**config.mk**
```make
export PLATFORM = sky130hd
export DESIGN_NAME = frame_scheduler_flat
export DESIGN_NICKNAME = d
export VERILOG_FILES = /design/src/rtl/frame_scheduler_pkg.sv /design/src/rtl/frame_scheduler_if.sv /design/src/rtl/frame_scheduler_tick_gen.sv /design/src/rtl/frame_scheduler.sv /design/src/flat_wrapper.sv
export SDC_FILE = /design/constraint.sdc
export NUM_CORES = 1
export LEC_CHECK = 0
export CORE_MARGIN = 10
export CORE_UTILIZATION = 50
export DETAILED_ROUTE_END_ITERATION = 7
export DONT_BUFFER_PORTS = 1
export HOLD_SLACK_MARGIN = 0.15
export SLEW_MARGIN = 20
export SYNTH_ARGS = -nofsm -noshare
export SYNTH_HDL_FRONTEND = slang
export SYNTH_HIERARCHICAL = 1
export SYNTH_SLANG_ARGS = --single-unit
```
**constraint.sdc**
```tcl
create_clock -name clk -period 3.4 [get_ports clk]
set_input_delay 0.68 -clock clk [delete_from_list [all_inputs] [get_ports clk]]
set_output_delay 0.68 -clock clk [all_outputs]
set_load 0.02 [all_outputs]
```
**src/rtl/frame_scheduler_pkg.sv**
```systemverilog
// Shared types, default constants and the READ command builder for the
// frame scheduler.
package frame_sched_pkg;

  typedef enum logic [1:0] {
    IDLE,
    ISSUE,
    WAIT,
    NEXT
  } sched_state_t;

  localparam int unsigned TICK_PERIOD_DEF = 2097152;
  localparam int unsigned NUM_LAYERS_DEF  = 3;
  localparam int unsigned FRAME_BYTES_DEF = 1024;
  localparam int unsigned BELL_OFFSET_DEF = 132;
  localparam int unsigned BELL_FRAMES_DEF = 300;
  localparam logic [7:0]  CMD_READ_DEF    = 8'h03;

  // Byte address is taken modulo 2^24, so a 24-bit product is exactly enough.
  function automatic logic [31:0] read_cmd(input logic [15:0] idx,
                                           input logic [7:0]  opcode,
                                           input int unsigned frame_bytes);
    logic [23:0] addr;
    addr = 24'(idx) * 24'(frame_bytes);
    return {opcode, addr};
  endfunction

endpackage

```
**src/rtl/frame_scheduler_if.sv**
```systemverilog
// Request/ack/done handshake between the frame scheduler and the SPI
// shift reader.
interface frame_scheduler_if;
  logic        rd_req;
  logic [31:0] rd_cmd;
  logic        rd_first;
  logic        rd_ack;
  logic        rd_done;

  modport master (output rd_req, rd_cmd, rd_first, input rd_ack, rd_done);
  modport slave  (input rd_req, rd_cmd, rd_first, output rd_ack, rd_done);
endinterface

```
**src/rtl/frame_scheduler_tick_gen.sv**
```systemverilog
// Frame-rate tick counter with a single pending-tick slot and a saturating
// count of ticks that arrived while one was already pending.
module frame_tick_gen
  import frame_sched_pkg::*;
#(
  parameter int unsigned TICK_PERIOD = TICK_PERIOD_DEF
) (
  input  logic       clk,
  input  logic       rst,
  input  logic       take,
  output logic       pending,
  output logic [7:0] overrun
);

  localparam int CW = (TICK_PERIOD > 1) ? $clog2(TICK_PERIOD) : 1;

  logic [CW-1:0] count;
  logic          tick;
  logic          tick_pend;

  assign tick    = (count == CW'(TICK_PERIOD - 1));
  assign pending = tick | tick_pend;

  // A tick arriving in the same cycle the scheduler consumes one is kept,
  // not counted as dropped.
  always_ff @(posedge clk or posedge rst) begin
    if (rst) begin
      count     <= '0;
      tick_pend <= 1'b0;
      overrun   <= 8'd0;
    end else begin
      count <= tick ? '0 : count + 1'b1;
      if (take && pending) begin
        tick_pend <= tick & tick_pend;
      end else if (tick) begin
        tick_pend <= 1'b1;
        if (tick_pend && overrun != 8'hFF)
          overrun <= overrun + 8'd1;
      end
    end
  end

endmodule

```
**src/rtl/frame_scheduler.sv**
```systemverilog
// Sequences per-tick SPI-flash frame reads: layered normal frames or the
// bell animation, one READ command per handshake.
module frame_scheduler
  import frame_sched_pkg::*;
#(
  parameter int unsigned TICK_PERIOD = TICK_PERIOD_DEF,
  parameter int unsigned NUM_LAYERS  = NUM_LAYERS_DEF,
  parameter int unsigned FRAME_BYTES = FRAME_BYTES_DEF,
  parameter int unsigned BELL_OFFSET = BELL_OFFSET_DEF,
  parameter int unsigned BELL_FRAMES = BELL_FRAMES_DEF,
  parameter logic [7:0]  CMD_READ    = CMD_READ_DEF
) (
  input  logic                      clk,
  input  logic                      rst,
  input  logic [31:0]               frames,
  input  logic                      bell,
  frame_scheduler_if.master         rd_bus,
  output logic                      frame_ready,
  output logic                      anim_active,
  output logic [7:0]                overrun
);

  sched_state_t state;
  logic [1:0]   layer;
  logic [1:0]   next_layer;
  logic [15:0]  anim_pos;
  logic [15:0]  anim_base;
  logic         bell_q;
  logic         bell_pend;
  logic         bell_rise;
  logic         bell_clear;
  logic         take;
  logic         pending;

  assign take       = (state == IDLE);
  assign next_layer = layer + 2'd1;
  assign bell_rise  = bell & ~bell_q;
  assign bell_clear = take & pending;
  assign anim_base  = 16'(32'(BELL_OFFSET) + 32'(BELL_FRAMES) * 32'(frames[31:24]));

  frame_tick_gen #(
    .TICK_PERIOD(TICK_PERIOD)
  ) u_tick (
    .clk    (clk),
    .rst    (rst),
    .take   (take),
    .pending(pending),
    .overrun(overrun)
  );

  // rd_cmd/rd_first are latched only when entering ISSUE, so frames may
  // change freely while a request is outstanding.
  always_ff @(posedge clk or posedge rst) begin
    if (rst) begin
      state           <= IDLE;
      layer           <= 2'd0;
      anim_pos        <= 16'd0;
      anim_active     <= 1'b0;
      bell_q          <= 1'b0;
      bell_pend       <= 1'b0;
      frame_ready     <= 1'b0;
      rd_bus.rd_req   <= 1'b0;
      rd_bus.rd_cmd   <= 32'd0;
      rd_bus.rd_first <= 1'b0;
    end else begin
      frame_ready <= 1'b0;
      bell_q      <= bell;
      bell_pend   <= bell_rise | (bell_pend & ~bell_clear);
      case (state)
        IDLE: begin
          if (pending) begin
            layer           <= 2'd0;
            rd_bus.rd_req   <= 1'b1;
            rd_bus.rd_first <= 1'b1;
            state           <= ISSUE;
            if (bell_pend) begin
              anim_active   <= 1'b1;
              anim_pos      <= 16'd0;
              rd_bus.rd_cmd <= read_cmd(anim_base, CMD_READ, FRAME_BYTES);
            end else if (anim_active) begin
              rd_bus.rd_cmd <= read_cmd(anim_base + anim_pos, CMD_READ, FRAME_BYTES);
            end else begin
              rd_bus.rd_cmd <= read_cmd({8'h00, frames[7:0]}, CMD_READ, FRAME_BYTES);
            end
          end
        end
        ISSUE: begin
          if (rd_bus.rd_ack) begin
            rd_bus.rd_req <= 1'b0;
            state         <= WAIT;
          end
        end
        WAIT: begin
          if (rd_bus.rd_done)
            state <= NEXT;
        end
        NEXT: begin
          if (anim_active) begin
            frame_ready <= 1'b1;
            if (anim_pos == 16'(BELL_FRAMES - 1))
              anim_active <= 1'b0;
            else
              anim_pos <= anim_pos + 16'd1;
            state <= IDLE;
          end else if (32'(layer) < NUM_LAYERS - 1) begin
            layer           <= next_layer;
            rd_bus.rd_cmd   <= read_cmd({8'h00, frames[{next_layer, 3'b000} +: 8]},
                                        CMD_READ, FRAME_BYTES);
            rd_bus.rd_first <= 1'b0;
            rd_bus.rd_req   <= 1'b1;
            state           <= ISSUE;
          end else begin
            frame_ready <= 1'b1;
            state       <= IDLE;
          end
        end
        default: state <= IDLE;
      endcase
    end
  end

endmodule
```
**src/flat_wrapper.sv**
```systemverilog
// flat-port wrapper written by rule: the top's interface ports become plain ports
module frame_scheduler_flat import frame_sched_pkg::*;
#(
  parameter int unsigned TICK_PERIOD = TICK_PERIOD_DEF,
  parameter int unsigned NUM_LAYERS  = NUM_LAYERS_DEF,
  parameter int unsigned FRAME_BYTES = FRAME_BYTES_DEF,
  parameter int unsigned BELL_OFFSET = BELL_OFFSET_DEF,
  parameter int unsigned BELL_FRAMES = BELL_FRAMES_DEF,
  parameter logic [7:0]  CMD_READ    = CMD_READ_DEF
)
  (clk, rst, frames, bell, frame_ready, anim_active, overrun, rd_bus_rd_req, rd_bus_rd_cmd, rd_bus_rd_first, rd_bus_rd_ack, rd_bus_rd_done);
  frame_scheduler_if rd_bus_i ();
  input  logic clk;
  input  logic rst;
  input  logic [31:0] frames;
  input  logic bell;
  output logic frame_ready;
  output logic anim_active;
  output logic [7:0] overrun;
  output wire logic [$bits(rd_bus_i.rd_req)-1:0] rd_bus_rd_req;
  output wire logic [$bits(rd_bus_i.rd_cmd)-1:0] rd_bus_rd_cmd;
  output wire logic [$bits(rd_bus_i.rd_first)-1:0] rd_bus_rd_first;
  input wire logic [$bits(rd_bus_i.rd_ack)-1:0] rd_bus_rd_ack;
  input wire logic [$bits(rd_bus_i.rd_done)-1:0] rd_bus_rd_done;
  assign rd_bus_rd_req = rd_bus_i.rd_req;
  assign rd_bus_rd_cmd = rd_bus_i.rd_cmd;
  assign rd_bus_rd_first = rd_bus_i.rd_first;
  assign rd_bus_i.rd_ack = rd_bus_rd_ack;
  assign rd_bus_i.rd_done = rd_bus_rd_done;
  frame_scheduler #(.TICK_PERIOD(TICK_PERIOD), .NUM_LAYERS(NUM_LAYERS), .FRAME_BYTES(FRAME_BYTES), .BELL_OFFSET(BELL_OFFSET), .BELL_FRAMES(BELL_FRAMES), .CMD_READ(CMD_READ)) u_core (.clk(clk), .rst(rst), .frames(frames), .bell(bell), .rd_bus(rd_bus_i), .frame_ready(frame_ready), .anim_active(anim_active), .overrun(overrun));
endmodule
```
==> metrics.md, run 1 <==
| Metric | Value |
|---|---|
| Status | complete, but fails checks |
| Failing checks | setup timing |
| Gpl congestion | 0.843 |
| Crit path max-delay cell type | fa_1 |
| Area Overhead vs Synth | 20.3% |
| Crit path arrival time | 4.68 ns |
| Congestion Overflow GR | 0 |
| Mapped cell area | 0.00533 mm^2 |
| Final Critical Period | 4.41 ns |
| Final WL | 13.1 mm |
| Cells along the critical path | ha_4 -> ha_4 -> inv_2 -> fa_1 -> fa_1 -> inv_2 -> ha_4 -> or2_0 -> a21oi_2 -> a31oi_2 -> xor2_1 -> buf_4 -> xor2_2 -> ha_1 -> or3_1 -> o211ai_1 -> xnor2_1 -> a32oi_1 -> mux2i_1 |
| Count of pins over their slew limit | 0 |
| Routed Antenna Nets | 0 |
| Netlist cell types | 69 |
| Placed Area | 0.00586 mm^2 |
| Worst path bufs/invs | 3 |
| Skew final | 0.0100 ns |
| Setup Crit Path Kind | in -> reg |
| Leakage | 3.09 nW |
| CTS buffer count | 9 |
| Max Cap Viol | 0 |
| Die W | 123 um |
| Fin nets | 700 |
| Reg2reg end | u_core/anim_pos[13]$_DFFE_PP0P_ |
| Final Hold Vio Count | 0 |
| Post-DP HPWL | 10.1 mm |
| DRT Pass-1 Iters | 4 |
| Share of cells above drive strength 1 | 25.7% |
| Async SR Flop Fraction | 100% |
| DR vias | 4110 |
| Synth Flop Type | dfrtp_1 |
| CP Max Fanout | 5 |
| Clock Path Buffers | 2 |
| Hold WC Path Type | in -> async |
| Slew @ Worst Pin | 1.07 ns |
| Clock Latency Late Sink | 0.34 ns |
| Sink Count | 71 |
| R2r worst-path depth | 11 |
| R2r startpoint | u_core/u_tick/count[4]$_DFF_PP0_ |
| First-pass GRT wire length | 21.9 mm |
| Initial antenna violation count | 0 |
| Vias in the first global route | 4375 |
| Total Routing Usage GR | 17.8% |
| Die height | 123 um |
| CTS Root Cell | clkbuf_8 |
| Unrepaired setup endpoints after global routing | yes |
| Initial Util | 51.4% |
| Seq cells post-synth | 71 |
| Worst VDD drop | 0.000673 V |
| H-tree levels | 3 |
| Slack of the critical path | -1.01 ns |
| Pwr per Cell Area | 653 mW/mm^2 |
| CP most frequent cell | ha_4 |
| R2r setup slk | 0.59 ns |
| Crit-path max cell delay | 0.51 ns |
| Port bufs | 0 |
| Routed vias/inst | 5.51 |
| Worst Setup Start Kind | input pin |
| Register clock-pin slew on the reported worst setup and hold paths | 0.08 ns |
| Final worst path period share | 130% |
| Dpl ws | -1.46 ns |
| Setup violations, final | 6 |
| Top delay family on crit path | adder cells |
| Syn avg cell area | 9.84 um^2 |
| Largest net degree at the start of global routing | 31 |
| Final Core Density | 61.8% |
| Ys Warns | 6 |
| Cell count after synthesis | 542 |
| Max_slew headroom | 28.7% |
| Post-synthesis sequential area ratio | 33.3% |
| CP required | 3.66 ns |
| Number of flops mapped to enable cells by yosys | 0 |
| Routed wire per std cell | 17.6 um |
| ANT cells | 0 |
| Fin area | 0.00641 mm^2 |
| I/O pin cnt | 81 |
| CTS tree | built |
| Hold_buf cts | 0 |
| Core area | 0.0104 mm^2 |
| Fmax | 227 MHz |
| Die footprint | 0.0152 mm^2 |
| Iteration-0 DRC count of the detailed router | 174 |
| WP depth | 19 |
| Row count | 37 |
| DR DRC count | 0 |
| Crit. End Element | flop |
==> through the flow <==
stage	instances	TNS, ns	hold slack [ns]	power, mW
CTS	741	-3.09	0.233	4.00
global placement	721	-6.74	0.410	2.98
finish	746	-3.17	0.234	4.19
floorplan	557	-3.84	0.400	2.23
global route	746	-3.93	0.243	4.48
detailed placement	721	-7.61	0.431	3.02
==> kinds of logic (layout without fill, tap and decap cells) <==
kind of cell	Yosys count	after routing	synth area share [%]
xor+xnor	64	64	10.9
buf+inv	72	125	6.57
other cells	1	16	0.0703
compound gates	93	93	12.4
simple gates	163	163	16.7
fa+ha+maj	58	58	14.7
flops	71	71	33.3
mux	20	20	5.28
==> area by class of cell <==
| cell class | instances | area [um^2] |
|---|---|---|
| inverter | 41 | 154 |
| fill | 853 | 3960 |
| clock inverter | 5 | 40.0 |
| multi-input combinational | 414 | 3600 |
| timing repair buffer | 68 | 526 |
| sequential | 71 | 1780 |
| clock buffer | 11 | 141 |
| tap | 136 | 170 |
==> what timing repair did <==
action / 4_1_cts / 5_1_grt
pin swaps: 12 / 14
buffers inserted: 4 / 6
endpoints found under the setup margin: 7 / 8
resized for setup: 30 / 21
==> cells in the mapped netlist (all sizes together) (3+ instances only) <==
cell type	n	area [um^2]
nand2b	8	52.6
nor4	6	58.8
nor2	35	139
or2	3	18.8
and2	4	26.3
xor2	42	383
o21ai	28	140
nand3	17	90.1
nor2b	6	37.5
a21o	9	67.6
xnor2	22	200
fa	8	160
mux2	5	56.3
dfrtp	71	1780
and3	4	25.0
nand2	37	139
a22oi	4	30.0
buf	21	159
mux4	6	135
a21oi	19	106
nand4	13	96.3
and4	4	35.0
ha	50	626
or3	4	25.0
a32o	3	30.0
nor3	13	70.1
nand3b	4	30.0
mux2i	9	90.1
o21a	3	22.5
a31oi	6	37.5
clkbuf	10	37.5
inv	41	154
==> power breakdown <==
part           switching, mW  internal (mW)  leakage (nW)  total, mW
clock                  0.340          0.293        0.0947      0.633
sequential             0.151          0.919         0.943       1.07
combinational           1.14           1.34          2.05       2.48
total                   1.63           2.55          3.09       4.19
==> registers in the layout (all words and copies together), names as in the netlist, 2 cells and up <==
name / cells
u_core/anim_pos: 16
u_core/layer: 2
u_core/rd_bus.rd_cmd: 15
u_core/state: 2
u_core/u_tick/count: 21
u_core/u_tick/overrun: 8
==> routing by layer <==
| layer | share of wire (%) | vias up | routed length (um) | track usage [%] |
|---|---|---|---|---|
| met1 | 43 | 2045 | 5630 | 21.8 |
| met2 | 51 | 64 | 6690 | 30.8 |
| met5 | 0 | - | 0 | 0 |
| li1 | - | 1993 | - | - |
| met3 | 5.4 | 8 | 706 | 3.92 |
| met4 | 0.74 | 0 | 97 | 4.95 |
==> placed cells by master, fill, tap and decap left out, types with 10 or more instances in the layout <==
cell type and n:
nand4_1 12, nor3_1 12, conb_1 16, dfrtp_1 71, clkbuf_8 10, xnor2_1 16, inv_1 34, ha_4 12
nand2_1 37, nor2_1 32, buf_4 64, xor2_1 32, nand3_1 15, a21oi_1 14, ha_1 37, o21ai_0 19
==> worst max-delay path by stage <==
stage                                           endpoint       start
finish              u_core/rd_bus.rd_cmd[23]$_DFFE_PP0P_  frames[28]
global placement    u_core/rd_bus.rd_cmd[23]$_DFFE_PP0P_  frames[27]
global route        u_core/rd_bus.rd_cmd[23]$_DFFE_PP0P_  frames[28]
detailed placement  u_core/rd_bus.rd_cmd[23]$_DFFE_PP0P_  frames[27]
CTS                 u_core/rd_bus.rd_cmd[23]$_DFFE_PP0P_  frames[28]
floorplan           u_core/rd_bus.rd_cmd[23]$_DFFE_PP0P_  frames[28]
Note: power is estimated with default switching activity, not from simulation.
==> run 2: changes to the inputs <==
--- a/config.mk
+++ b/config.mk
@@ -7,6 +7,8 @@
 export LEC_CHECK = 0
 export CORE_MARGIN = 10
 export CORE_UTILIZATION = 50
+export CTS_BUF_LIST = sky130_fd_sc_hd__clkbuf_16
+export CTS_CLUSTER_SIZE = 14
 export DETAILED_ROUTE_END_ITERATION = 7
 export DONT_BUFFER_PORTS = 1
 export HOLD_SLACK_MARGIN = 0.15
==> metrics.md, run 2 (same netlist as run 1, synthesis figures left out) <==
| Metric | Value |
|---|---|
| Crit. End Element | flop |
| Slack of the critical path | -1.03 ns (-0.0212 ns) |
| Fin nets | 700 (unchanged) |
| Crit path arrival time | 4.69 ns (about the same) |
| Vias in the first global route | 4385 (+0.23%) |
| Congestion Overflow GR | 0 (unchanged) |
| CTS Root Cell | clkbuf_16 |
| Status | complete, but fails checks |
| Row count | 37 (unchanged) |
| Slew @ Worst Pin | 1.08 ns (+0.0102 ns) |
| Area Overhead vs Synth | 22.5% |
| Routed vias/inst | 5.54 (+0.56%) |
| CP most frequent cell | ha_4 |
| Clock Path Buffers | 2 (unchanged) |
| DR DRC count | 0 (unchanged) |
| Max FFs per register | 21 (unchanged) |
| Max_slew headroom | 28.0% (-0.68 points) |
| Skew final | 0.00344 ns (-0.00658 ns) |
| Routed wire per std cell | 17.6 um (+0.30%) |
| I/O pin cnt | 81 (unchanged) |
| R2r startpoint | u_core/u_tick/count[4]$_DFF_PP0_ |
| Failing checks | setup timing |
| Setup Crit Path Kind | in -> reg |
| Setup violations, final | 6 (unchanged) |
| Cells along the critical path | ha_4 -> ha_4 -> inv_2 -> fa_1 -> fa_1 -> inv_2 -> ha_4 -> or2_0 -> a21oi_2 -> a31oi_2 -> xor2_1 -> buf_4 -> xor2_2 -> ha_1 -> or3_1 -> o211ai_1 -> xnor2_1 -> a32oi_1 -> mux2i_1 |
| Final Power | 4.47 mW (+6.8%) |
| Die W | 123 um (unchanged) |
| Worst VDD drop | 0.000672 V (-0.16%) |
| Register bank with the most flops | u_core/u_tick/count |
| WP depth | 19 (unchanged) |
| Crit path max-delay cell type | fa_1 |
| Count of pins over their slew limit | 0 (unchanged) |
| Final Hold Vio Count | 0 (unchanged) |
| Leakage | 3.13 nW (+1.6%) |
| ANT cells | 0 (unchanged) |
| Die height | 123 um (unchanged) |
| Die footprint | 0.0152 mm^2 (unchanged) |
| Most frequent cells in the layout | 71 x dfrtp_1, 63 x buf_4, 37 x nand2_1, 37 x ha_1, 35 x inv_1 |
| Worst path bufs/invs | 3 (unchanged) |
| CP Max Fanout | 5 (unchanged) |
| Final worst path period share | 130% (+0.62 points) |
| Fmax | 226 MHz (-0.48%) |
| Total Routing Usage GR | 18.0% (+0.25 points) |
| Setup TNS | -3.32 ns (-0.146 ns) |
| Iteration-0 DRC count of the detailed router | 157 (-9.8%) |
| Core area | 0.0104 mm^2 (unchanged) |
| Crit-path max cell delay | 0.51 ns (about the same) |
| CP required | 3.66 ns (about the same) |
| Hold WC Path Type | in -> async |
| Share of cells above drive strength 1 | 25.6% (-0.16 points) |
| Max Cap Viol | 0 (unchanged) |
| R2r worst-path depth | 11 (unchanged) |
| Most common cell after layout, fill and taps aside | dfrtp_1 |
| H-tree levels | 3 (unchanged) |
| Final Critical Period | 4.43 ns (+0.0212 ns) |
| Worst Setup Start Kind | input pin |
| Register clock-pin slew on the reported worst setup and hold paths | 0.06 ns (-0.02 ns) |
| FILL cells | 843 (-1.2%) |
| Unrepaired setup endpoints after global routing | yes |
| Largest net degree at the start of global routing | 31 (unchanged) |
| Post-DP HPWL | 10.1 mm (unchanged) |
| Sink Count | 71 (unchanged) |
| DR vias | 4133 (+0.56%) |
| Routed Antenna Nets | 0 (unchanged) |
| DRT Pass-1 Iters | 4 (unchanged) |
| First-pass GRT wire length | 22.0 mm (+0.69%) |
| Pwr per Cell Area | 684 mW/mm^2 (+4.8%) |
| Initial Util | 51.4% (unchanged) |
| Top Registers | u_core/u_tick/count (21), u_core/anim_pos (16), u_core/rd_bus.rd_cmd (15) |
| Final WL | 13.2 mm (+0.30%) |
| CTS tree | built |
| Gpl congestion | 0.843 (unchanged) |
| Port bufs | 0 (unchanged) |
| Clock Latency Late Sink | 0.33 ns (about the same) |
| CTS buffer count | 9 (unchanged) |
| Initial antenna violation count | 0 (unchanged) |
| Top delay family on crit path | adder cells |
| Worst Setup SP | frames[28] |
-- run 2: final timing paths --
check	to	slack [ns]
worst max-delay path	u_core/rd_bus.rd_cmd[23]$_DFFE_PP0P_	-1.03
worst min-delay path	u_core/rd_bus.rd_cmd[24]$_DFFE_PP0P_	0.24
worst max register to register	u_core/anim_pos[13]$_DFFE_PP0P_	0.60
worst min register to register	u_core/bell_pend$_DFF_PP0_	0.43
max in group asynchronous	u_core/rd_bus.rd_cmd[16]$_DFFE_PP0P_	2.46
min in group clk	u_core/bell_q$_DFF_PP0_	0.37
-- run 2: routing by layer --
| layer | up-vias | GRT usage (%) | wire length, um |
|---|---|---|---|
| met4 | 0 | 5.17 | 114 |
| met5 | - | 0 | 0 |
| li1 | 2004 | - | - |
| met1 | 2045 | 21.9 | 5600 |
| met3 | 10 | 4.74 | 750 |
| met2 | 74 | 30.9 | 6700 |
-- run 2: worst reg2reg max path: stages (launching register included) --
cell	delay (ns)
dfrtp_1	0.46
nand4_4	0.19
nor4_4	0.42
nand2_1	0.12
nand2b_1	0.17
a31oi_1	0.15
and3b_1	0.44
o2111ai_4	0.23
nor2_1	0.21
nand3_1	0.11
xor2_1	0.14
nor2_1	0.05
-- run 2: layout make-up --
type	instances	area, um^2	share of cell area (%)
multi-input combinational	414	3630	55.6
inverter	41	154	2.36
clock inverter	7	47.5	0.728
sequential	71	1780	27.2
clock buffer	9	225	3.45
tap	136	170	2.61
timing repair buffer	68	529	8.10
-- run 2: power by group --
group	switching [mW]	internal, mW	leakage [nW]	total (mW)
clock network	0.375	0.496	0.139	0.871
registers	0.150	0.921	0.943	1.07
logic	1.17	1.36	2.05	2.53
total	1.70	2.77	3.13	4.47
-- run 2: repair_timing --
action                     CTS  global route
setup endpoints to repair    7             8
pin swaps                   14            16
resized for setup           35            19
hold buffers                 0             0
setup buffers                4             6
-- run 2: through the flow --
| step | instances | util (%) | worst slack [ns] | hold slack (ns) | area, um^2 |
|---|---|---|---|---|---|
| after floorplan | 557 | - | -1.18 | 0.400 | 5440 |
| after global placement | 721 | 56.5 | -1.22 | 0.410 | 5860 |
| after detailed placement | 721 | 56.5 | -1.46 | 0.431 | 5860 |
| after CTS | 741 | 61.7 | -0.971 | 0.251 | 6390 |
| after global routing | 746 | 63.0 | -1.16 | 0.264 | 6530 |
| final | 746 | 63.0 | -1.03 | 0.243 | 6530 |
==> run 3: changes to the inputs <==
--- a/config.mk
+++ b/config.mk
@@ -12,6 +12,7 @@
 export DETAILED_ROUTE_END_ITERATION = 7
 export DONT_BUFFER_PORTS = 1
 export HOLD_SLACK_MARGIN = 0.15
+export SKIP_CTS_REPAIR_TIMING = 1
 export SLEW_MARGIN = 20
 export SYNTH_ARGS = -nofsm -noshare
 export SYNTH_HDL_FRONTEND = slang
==> metrics.md, run 3 (same netlist as run 1, synthesis figures left out) <==
| Metric | Value |
|---|---|
| Status | complete, but fails checks |
| Failing checks | setup timing |
| Total Routing Usage GR | 17.6% (-0.43 points) |
| First-pass GRT wire length | 21.5 mm (-2.3%) |
| Final WL | 13.2 mm (about the same) |
| Slack of the critical path | -1.05 ns (-0.0159 ns) |
| Setup violations, final | 6 (unchanged) |
| CTS Root Cell | clkbuf_16 |
| Max FFs per register | 21 (unchanged) |
| Worst VDD drop | 0.000677 V (+0.70%) |
| Die footprint | 0.0152 mm^2 (unchanged) |
| Die W | 123 um (unchanged) |
| Congestion Overflow GR | 0 (unchanged) |
| Final Non-Filler Cells | 744 (-0.27%) |
| Crit path max-delay cell type | fa_1 |
| Routed Antenna Nets | 0 (unchanged) |
| CP Max Fanout | 5 (unchanged) |
| Clock Path Buffers | 2 (unchanged) |
| Setup Crit Path Kind | in -> reg |
| Final Critical Period | 4.45 ns (+0.0159 ns) |
| Clock Latency Late Sink | 0.33 ns (about the same) |
| DRT Pass-1 Iters | 4 (unchanged) |
| Fin nets | 698 (-0.29%) |
| CP most frequent cell | ha_4 |
| Initial Util | 51.4% (unchanged) |
| Final Core Density | 62.7% (-0.31 points) |
| Slew @ Worst Pin | 1.07 ns (-0.0115 ns) |
| Switching share of total power | 37.8% (-0.12 points) |
| Hold WC Path Type | in -> async |
| Skew final | 0.00376 ns (+0.000326 ns) |
| Gpl congestion | 0.843 (unchanged) |
| CP required | 3.65 ns (about the same) |
| Fmax | 225 MHz (-0.36%) |
| Top Registers | u_core/u_tick/count (21), u_core/anim_pos (16), u_core/rd_bus.rd_cmd (15) |
| Post-Place Cells | 721 (unchanged) |
| Register bank with the most flops | u_core/u_tick/count |
| Area Overhead vs Synth | 21.9% |
| Share of cells above drive strength 1 | 25.2% (-0.41 points) |
| Sink Count | 71 (unchanged) |
| ANT cells | 0 (unchanged) |
| Comb pwr share | 55.7% (-0.9 points) |
| Port bufs | 0 (unchanged) |
| Final Hold Vio Count | 0 (unchanged) |
| Crit-path max cell delay | 0.51 ns (about the same) |
| DR vias | 4133 (unchanged) |
| Core area | 0.0104 mm^2 (unchanged) |
| Die height | 123 um (unchanged) |
| Clock network power share | 19.9% (+0.4 points) |
| Routed wire per std cell | 17.7 um (+0.33%) |
| Pint | 2.72 mW (-1.8%) |
| FILL cells | 844 (+0.12%) |
| Most frequent cells in the layout | 71 x dfrtp_1, 61 x buf_4, 37 x nand2_1, 37 x ha_1, 36 x inv_1 |
| I/O pin cnt | 81 (unchanged) |
| Initial antenna violation count | 0 (unchanged) |
| Most common cell after layout, fill and taps aside | dfrtp_1 |
| Iteration-0 DRC count of the detailed router | 159 (+1.3%) |
| Crit path arrival time | 4.70 ns (about the same) |
| Crit. End Element | flop |
| Max_slew headroom | 28.8% (+0.77 points) |
| Vias in the first global route | 4324 (-1.4%) |
| Cells along the critical path | ha_4 -> ha_4 -> inv_2 -> fa_1 -> fa_1 -> inv_2 -> ha_4 -> or2_1 -> a21oi_2 -> a31oi_2 -> xor2_1 -> buf_4 -> xor2_2 -> ha_1 -> or3_1 -> o211ai_1 -> xnor2_1 -> a32oi_1 -> mux2i_1 |
| P_sw | 1.66 mW (-2.3%) |
| Pwr per Cell Area | 674 mW/mm^2 (-1.5%) |
| Reg power frac | 24.4% (+0.4 points) |
| Post-DP HPWL | 10.1 mm (unchanged) |
| Worst Setup Start Kind | input pin |
| Final worst path period share | 131% (+0.47 points) |
| CTS tree | built |
| Leakage | 3.12 nW (-0.41%) |
| DR DRC count | 0 (unchanged) |
| Register clock-pin slew on the reported worst setup and hold paths | 0.06 ns (about the same) |
| H-tree levels | 3 (unchanged) |
| CTS buffer count | 9 (unchanged) |
| Unrepaired setup endpoints after global routing | yes |
| Routed vias/inst | 5.56 (+0.27%) |
| Count of pins over their slew limit | 0 (unchanged) |
| Max Cap Viol | 0 (unchanged) |
| Row count | 37 (unchanged) |
| Largest net degree at the start of global routing | 31 (unchanged) |
==> run 3: changes by cell type in the layout (fill, tap and decap cells not counted), sizes merged <==
cell	delta
buf	-2
==> run 3: worst paths after layout <==
check	start	end	slack (ns)	cells after the start
max in group asynchronous	rst	u_core/rd_bus.rd_cmd[15]$_DFFE_PP0P_	2.44	2
setup / recovery	frames[28]	u_core/rd_bus.rd_cmd[23]$_DFFE_PP0P_	-1.05	19
hold / removal	rst	u_core/rd_bus.rd_cmd[24]$_DFFE_PP0P_	0.25	1
hold reg to reg	u_core/bell_q$_DFF_PP0_	u_core/bell_pend$_DFF_PP0_	0.43	1
setup reg to reg	u_core/u_tick/count[4]$_DFF_PP0_	u_core/anim_pos[13]$_DFFE_PP0P_	0.60	11
min in group clk	bell	u_core/bell_q$_DFF_PP0_	0.37	0
==> run 3: critical path: cells and delay by family <==
family / cells / cell delay (ns)
multiplexers: 1 / 0.19
AO/OA/AOI/OAI: 4 / 0.47
AND/OR/NAND/NOR: 2 / 0.61
adder cells (fa/ha/maj): 6 / 1.93
XOR/XNOR: 3 / 0.59
buffers and inverters: 3 / 0.24
==> run 3: cell type report <==
cell class / count / area (um^2) / share of cell area, %
Sequential cell: 71 / 1780 / 27.3
Multi-Input combinational cell: 414 / 3610 / 55.6
Timing Repair Buffer: 66 / 514 / 7.91
Inverter: 41 / 154 / 2.37
Clock buffer: 9 / 225 / 3.47
Tap cell: 136 / 170 / 2.62
Clock inverter: 7 / 47.5 / 0.732
==> run 3: power by group through the flow <==
stage	Sequential (mW)	Combinational [mW]	Clock [mW]
final	1.07	2.44	0.869
after global placement	1.09	1.89	0
after floorplan	1.03	1.20	0
after CTS	1.07	1.95	0.896
after global routing	1.08	2.64	0.943
after detailed placement	1.09	1.93	0
==> run 3: metrics by stage <==
step	setup TNS [ns]	area, um^2	power (mW)	setup WS [ns]	hold slack, ns
global route	-4.06	6500	4.67	-1.21	0.264
CTS	-5.02	6130	3.92	-1.15	0.251
detailed placement	-7.61	5860	3.02	-1.46	0.431
finish	-3.24	6500	4.38	-1.05	0.248
floorplan	-3.84	5440	2.23	-1.18	0.400
global placement	-6.74	5860	2.98	-1.22	0.410
==> run 3: metal layers <==
layer / up-vias / wire (um) / global-route usage [%]
li1: 1995 / - / -
met5: - / 0 / 0
met2: 74 / 6760 / 29.8
met1: 2051 / 5490 / 21.6
met3: 13 / 789 / 4.65
met4: 0 / 125 / 5.02
